===== src/rtl/pfb_tap_mac.sv =====
// rtl/pfb_tap_mac.sv - polyphase filter bank tap multiply-accumulate stage
module pfb_tap_mac #(
    parameter int DATA_WIDTH  = 16,
    parameter int COEF_WIDTH  = 25,
    parameter int ACC_WIDTH   = 48,
    parameter int NUM_TAPS    = 8,
    parameter int PHASE_WIDTH = 6
) (
    input  logic                   clk,
    input  logic                   sync_reset,
    input  logic                   valid_in,
    input  logic [DATA_WIDTH-1:0]  data_in,
    input  logic [COEF_WIDTH-1:0]  coef_in,
    input  logic [PHASE_WIDTH-1:0] phase_in,
    input  logic                   last_in,
    output logic                   ready_out,
    output logic                   valid_out,
    input  logic                   ready_in,
    output logic [ACC_WIDTH-1:0]   acc_out,
    output logic [PHASE_WIDTH-1:0] phase_out,
    output logic                   ovf_out,
    output logic                   tap_err
);

    localparam int PROD_WIDTH = DATA_WIDTH + COEF_WIDTH;
    localparam int TAP_WIDTH  = (NUM_TAPS > 1) ? $clog2(NUM_TAPS) : 1;
    localparam logic [TAP_WIDTH-1:0] LAST_TAP = TAP_WIDTH'(NUM_TAPS - 1);

    logic                          en;
    logic                          accept;

    logic signed [DATA_WIDTH-1:0]  data_s;
    logic signed [COEF_WIDTH-1:0]  coef_s;
    logic signed [PROD_WIDTH-1:0]  prod_d;

    logic [TAP_WIDTH-1:0]          tap_cnt_q, tap_cnt_d;

    logic                          s1_valid_q;
    logic signed [PROD_WIDTH-1:0]  s1_prod_q;
    logic [TAP_WIDTH-1:0]          s1_idx_q;
    logic [PHASE_WIDTH-1:0]        s1_phase_q;
    logic                          s1_last_q;

    logic signed [ACC_WIDTH-1:0]   prod_ext;
    logic signed [ACC_WIDTH-1:0]   sum;
    logic                          add_ovf;
    logic                          s2_go;
    logic                          s2_first;
    logic                          s2_last;

    logic signed [ACC_WIDTH-1:0]   acc_q, acc_d;
    logic [PHASE_WIDTH-1:0]        phase_q, phase_d;
    logic                          ovf_q, ovf_d;

    logic                          out_valid_q, out_valid_d;
    logic [ACC_WIDTH-1:0]          out_acc_q, out_acc_d;
    logic [PHASE_WIDTH-1:0]        out_phase_q, out_phase_d;
    logic                          out_ovf_q, out_ovf_d;
    logic                          tap_err_q, tap_err_d;

    // A held output blocks everything upstream, so the whole pipe shares one enable.
    assign en        = !(out_valid_q && !ready_in);
    assign ready_out = en;
    assign accept    = valid_in && en;

    assign data_s = $signed(data_in);
    assign coef_s = $signed(coef_in);
    assign prod_d = PROD_WIDTH'(data_s) * PROD_WIDTH'(coef_s);

    always_comb begin
        tap_cnt_d = tap_cnt_q;
        if (accept) begin
            tap_cnt_d = (tap_cnt_q == LAST_TAP) ? '0 : tap_cnt_q + TAP_WIDTH'(1);
        end
    end

    always_ff @(posedge clk) begin
        if (sync_reset) begin
            tap_cnt_q  <= '0;
            s1_valid_q <= 1'b0;
            s1_prod_q  <= '0;
            s1_idx_q   <= '0;
            s1_phase_q <= '0;
            s1_last_q  <= 1'b0;
        end else begin
            tap_cnt_q <= tap_cnt_d;
            if (en) begin
                s1_valid_q <= valid_in;
                if (valid_in) begin
                    s1_prod_q  <= prod_d;
                    s1_idx_q   <= tap_cnt_q;
                    s1_phase_q <= phase_in;
                    s1_last_q  <= last_in;
                end
            end
        end
    end

    assign prod_ext = ACC_WIDTH'(s1_prod_q);
    assign sum      = acc_q + prod_ext;
    assign add_ovf  = (acc_q[ACC_WIDTH-1] == prod_ext[ACC_WIDTH-1]) &&
                      (sum[ACC_WIDTH-1] != acc_q[ACC_WIDTH-1]);
    assign s2_go    = en && s1_valid_q;
    assign s2_first = (s1_idx_q == '0);
    assign s2_last  = (s1_idx_q == LAST_TAP);

    always_comb begin
        acc_d       = acc_q;
        phase_d     = phase_q;
        ovf_d       = ovf_q;
        out_valid_d = out_valid_q;
        out_acc_d   = out_acc_q;
        out_phase_d = out_phase_q;
        out_ovf_d   = out_ovf_q;
        tap_err_d   = 1'b0;

        if (s2_go) begin
            if (s2_first) begin
                acc_d   = prod_ext;
                phase_d = s1_phase_q;
                ovf_d   = 1'b0;
            end else begin
                acc_d = sum;
                ovf_d = ovf_q || add_ovf;
            end
            // The tap count decides completion; the source marker is only cross-checked.
            tap_err_d = (s1_last_q != s2_last);
        end

        if (s2_go && s2_last) begin
            out_valid_d = 1'b1;
            out_acc_d   = acc_d;
            out_phase_d = phase_d;
            out_ovf_d   = ovf_d;
        end else if (out_valid_q && ready_in) begin
            out_valid_d = 1'b0;
        end
    end

    always_ff @(posedge clk) begin
        if (sync_reset) begin
            acc_q       <= '0;
            phase_q     <= '0;
            ovf_q       <= 1'b0;
            out_valid_q <= 1'b0;
            out_acc_q   <= '0;
            out_phase_q <= '0;
            out_ovf_q   <= 1'b0;
            tap_err_q   <= 1'b0;
        end else begin
            acc_q       <= acc_d;
            phase_q     <= phase_d;
            ovf_q       <= ovf_d;
            out_valid_q <= out_valid_d;
            out_acc_q   <= out_acc_d;
            out_phase_q <= out_phase_d;
            out_ovf_q   <= out_ovf_d;
            tap_err_q   <= tap_err_d;
        end
    end

    assign valid_out = out_valid_q;
    assign acc_out   = out_acc_q;
    assign phase_out = out_phase_q;
    assign ovf_out   = out_ovf_q;
    assign tap_err   = tap_err_q;

endmodule


===== config.mk =====
export PLATFORM = sky130hd
export DESIGN_NAME = pfb_tap_mac
export DESIGN_NICKNAME = d
export VERILOG_FILES = /design/src/rtl/pfb_tap_mac.sv
export SDC_FILE = /design/constraint.sdc
export NUM_CORES = 2
export LEC_CHECK = 0
export BUFFER_PORTS_ARGS = -buffer_cell sky130_fd_sc_hd__buf_2
export CAP_MARGIN = 20
export CORE_UTILIZATION = 54
export DETAILED_ROUTE_END_ITERATION = 10
export PLACE_DENSITY = 0.84
export SETUP_SLACK_MARGIN = 0.2
export SLEW_MARGIN = 20
export SYNTH_ARGS = -nofsm -noshare
export SYNTH_HDL_FRONTEND = slang
export SYNTH_SLANG_ARGS = --single-unit

===== constraint.sdc =====
create_clock -name clk -period 6.9 [get_ports clk]
set_input_delay 0.69 -clock clk [delete_from_list [all_inputs] [get_ports clk]]
set_output_delay 0.69 -clock clk [all_outputs]
set_load 0.01 [all_outputs]

* After elaboration in Yosys (flattened, before gate mapping)
Index checks and enable logic that the tools add are counted.
Cells by class: $add $sub $neg 2, bitwise operators 2, equal/unequal tests 5, muxes and demuxes 9, multipliers 1, reduce and logical (&&, ||, !) cells 13
Operators with widths (number):
- 2-to-1 mux 48 bit | 2
- adder 48 x 41 -> 48 bit | 1
- multiplier 16 x 25 -> 41 bit | 1
- 2-to-1 mux 6 bit | 2
- == test 3 bit (second input constant) | 2
- logical AND 1 bit | 6
- 2-to-1 mux 1 bit | 4
- adder 3 x 1 -> 3 bit (second input constant) | 1
- zero test 3 bit | 1
- 2-to-1 mux 3 bit | 1
- zero test 1 bit | 2
- inequality test 1 bit | 2
- NOT 1 bit | 2
- AND reduction 2 bit | 1
- nonzero test 2 bit | 1
- OR reduction 2 bit | 1
- == test 1 bit | 1
- logical OR 1 bit | 1
Word-level totals: bits of input ports 52, output and inout port bits 58, register bits after elaboration 167

* Logic depth before layout (Yosys ltp)
depth in word-level cells 6, depth in mapped cells 25, depth with buffers taken out 23

* Worst setup path before layout
Ideal clock, no wire load.
kind input-to-reg, start in data_in[7], end reg s1_prod_q[39], required time 6794 ps, buffers on the path 2, slack 379 ps, stages on the path 21, arrival time 6415 ps, library setup time 106 ps, cells stage by stage clkbuf_1 -> clkbuf_1 -> nand2_1 -> fa_1 -> inv_1 -> fa_1 -> fa_1 -> fa_1 -> fa_1 -> inv_1 -> fa_1 -> inv_1 -> ha_1 -> and3_1 -> nand2_1 -> o311ai_2 -> a41oi_1 -> o221a_2 -> a21o_1 -> or4_1 -> o311ai_0
On the way: word-level cells in the longest chain between the ends 1
Ends and longest elaborated chain:
- start: declaration | RTL line 12 | input logic [DATA_WIDTH-1:0] data_in,
- multiplier 16 x 25 -> 41 bit | RTL line 68 | assign prod_d = PROD_WIDTH'(data_s) * PROD_WIDTH'(coef_s);
- end signal: assignment | RTL line 90 | s1_prod_q <= prod_d;
- end: declaration | RTL line 39 | logic signed [PROD_WIDTH-1:0] s1_prod_q;
Every way passes these cells. A chain may end at the register's enable or synchronous reset.

* Final worst setup path
start in data_in[9], end reg s1_prod_q[38]
The elaborated chain is that of the path after synthesis.

==> flow_metrics.tcl <==
set metrics [dict create \
    status "complete, no violations" \
    hold_path_class "flop to flop" \
    vias 19600 \
    fmax_mhz 154 \
    ys_top_cells_by_area "fa_1 33%, dfxtp_1 14%, ha_1 8.0%, inv_1 7.3%, nand2_1 7.3%" \
    die-area_um2 44100 \
    grt_max_degree 72 \
    finalHoldViolCount 0 \
    seq_area_frac_synth_pct 14.3 \
    min_from "acc_out[5]" \
    antenna_found_initial 0 \
    coreArea_um2 42300 \
    tns_ns 0 \
    rsz0062_at_grt "false" \
    cts.sinks 167 \
    io_buffers 109 \
    final_common_cell "inv_1" \
    hpwl_um 47100 \
    first_global_vias 21100 \
    cts_tree "yes" \
    dr.pass1.iters 6 \
    drv_slew 0 \
    path_class "input pin to flop" \
    skew_ns 0.00719 \
    overflow 0 \
    area_delta_synth_final_pct 8.17 \
    rr_endpoint "acc_out[42]" \
    ioPinCount 110 \
    slew_headroom_pct 45.1 \
    cts_made_buffers 17 \
    ys_types 74 \
    drive_above_1_share_pct 8.40 \
    htree_levels 4 \
    seqCellArea_um2 3340 \
    grt_pass1_wl_um 101000 \
    min_path_cells 2 \
    cts_root_buffer "clkbuf_16" \
    syn_area_um2 23300 \
    nNetsFinal 3446 \
    worstPathRequired_ns 7.24 \
    cap_violations 0 \
    dieHeight_um 210 \
    syn-num-nets 3396 \
    synthArstFlopShare_pct 0 \
    regToRegSetupSlack_ns 2.82 \
    setup_viol 0 \
    drt-total-wl_um 59100 \
    clk_path_buf_depth 2 \
    drt_iter0_markers 1451 \
    yosys_warnings 0 \
    gp_congestion 0.992 \
    reg2reg_depth 12 \
    fin_crit_ns 6.51 \
    tightest_slew_ns 0.823 \
    routedWlPerCell_um 17.2 \
    arrival_ns 6.85 \
    initial_utilization_pct 55.2 \
    yosysTopAreaCell "fa_1" \
    worst_hold_path.endpoint "acc_out[5]" \
    rr_startpoint "s1_prod_q[0]" \
    n_antenna_cell 0 \
    multiInputGateArea_um2 17700 \
    clk_pin_slew_ns 0.07 \
    startpoint_type "input pin" \
    fill_cells 3647 \
    clock_latency_ns 0.44 \
    die_w_um 210 \
    via_per_inst 5.68 \
    synth-edff-count 0 \
    yosys.area.top_type_share_pct 33.4 \
    ant_nets 0 \
    synth_area_per_cell_um2 8.32 \
    layout_common_cells "456 x inv_1, 455 x nand2_1, 388 x fa_1, 191 x a21oi_1, 169 x and2_1" \
    ys_ff_latch 167 \
    grt_util_all_layers_pct 28.4 \
    worstPathMaxFanout 14 \
    route.detailed.drc 0 \
    cts_setup_buffers 0 \
    synth_ff_type "dfxtp_1" \
    period_share_pct 94.4 \
    syn_inst 2806 \
    std_cell_rows 75 \
    crit_path_end_kind "flop" \
]
[cell type report]
cell class | instances | area share (%)
Clock inverter | 14 | 0.753
Clock buffer | 18 | 1.70
Inverter | 457 | 6.79
Tap cell | 577 | 2.86
Multi-Input combinational cell | 2033 | 70.3
Timing Repair Buffer | 180 | 4.40
Sequential cell | 167 | 13.2
[timing repair]
item                                    in CTS  in global routing
hold endpoints to repair                     0                  0
endpoints found under the setup margin       0                  5
hold buffers                                 0                  0
gates resized for setup                      0                 10
[per-stage QoR]
step | hold WS (ns) | worst slack, ns | instance area (um2) | std cells | util [%]
after floorplan | 0.436 | 0.379 | 23300 | 2806 | -
after global placement | 0.439 | 0.0556 | 24600 | 3414 | 58.1
after detailed placement | 0.443 | -0.00542 | 24600 | 3414 | 58.1
after CTS | 0.451 | 0.408 | 25200 | 3446 | 59.6
after global routing | 0.478 | 0.200 | 25200 | 3446 | 59.7
final | 0.448 | 0.389 | 25200 | 3446 | 59.7
[kinds of logic (layout without fill, tap and decap cells)]
| logic type | count (synthesis) | after routing | share of synthesized area [%] |
|---|---|---|---|
| AO/OA/AOI/OAI | 468 | 468 | 12.5 |
| XOR/XNOR | 77 | 77 | 2.89 |
| adder cells (fa/ha/maj) | 538 | 538 | 41.4 |
| buffers and inverters | 606 | 669 | 9.83 |
| flip-flops | 167 | 167 | 14.3 |
| multiplexers | 16 | 16 | 0.686 |
| AND/OR/NAND/NOR | 934 | 934 | 18.4 |
[critical path, cell delays in order]
cell and delay, ns:
buf_2 0.35, nand2_1 0.12, fa_1 0.50, inv_1 0.05, fa_1 0.49, inv_1 0.05
fa_1 0.57, inv_1 0.06, fa_1 0.44, fa_1 0.50, inv_1 0.05, fa_1 0.47
inv_1 0.04, ha_1 0.37, nand4_1 0.20, a211oi_1 0.29, o31ai_1 0.18, a21oi_1 0.24
o211ai_1 0.23, a311oi_1 0.30, buf_4 0.18, a31oi_1 0.09, xnor2_1 0.14, a22o_1 0.20
[synth_stat cells, drive strengths merged (7+ instances only)]
cell type	count
a211oi	40
xor2	37
o21bai	10
inv	456
nor2b	9
o21ai	83
xnor2	40
nand2	456
and2	171
nor2	153
clkbuf	128
a21oi	191
nand2b	11
o211ai	10
mux2i	16
a21o	34
o21a	9
dfxtp	167
nand3	29
a31oi	22
nor3	25
ha	149
and3	9
fa	389
o22ai	9
nand3b	7
or4	7
buf	21
nand4	29
[state kept, by name (all words and copies together), names as in the netlist, 3 cells and up]
name,cells
s1_phase_q,6
acc_q,48
phase_out,6
s1_idx_q,3
s1_prod_q,41
tap_cnt_q,3
phase_q,6
acc_out,48
[routing by layer]
metal	global-route usage [%]	share of wire (%)
met5	0	0
met3	3.68	5.5
met2	51.4	52
met4	13.1	4.3
met1	33.2	39
[worst max-delay path by stage]
stage               depth (start not counted)             to       start
finish                                     24  s1_prod_q[38]  data_in[9]
detailed placement                         23  s1_prod_q[40]  data_in[1]
global route                               23  s1_prod_q[33]  data_in[7]
global placement                           21  s1_prod_q[40]  data_in[1]
CTS                                        21  s1_prod_q[40]  data_in[1]
floorplan                                  21  s1_prod_q[39]  data_in[7]
Power is left out: the tool's default activity adds up to more than one toggle a clock period on the data nets, which glitch-free logic cannot reach.
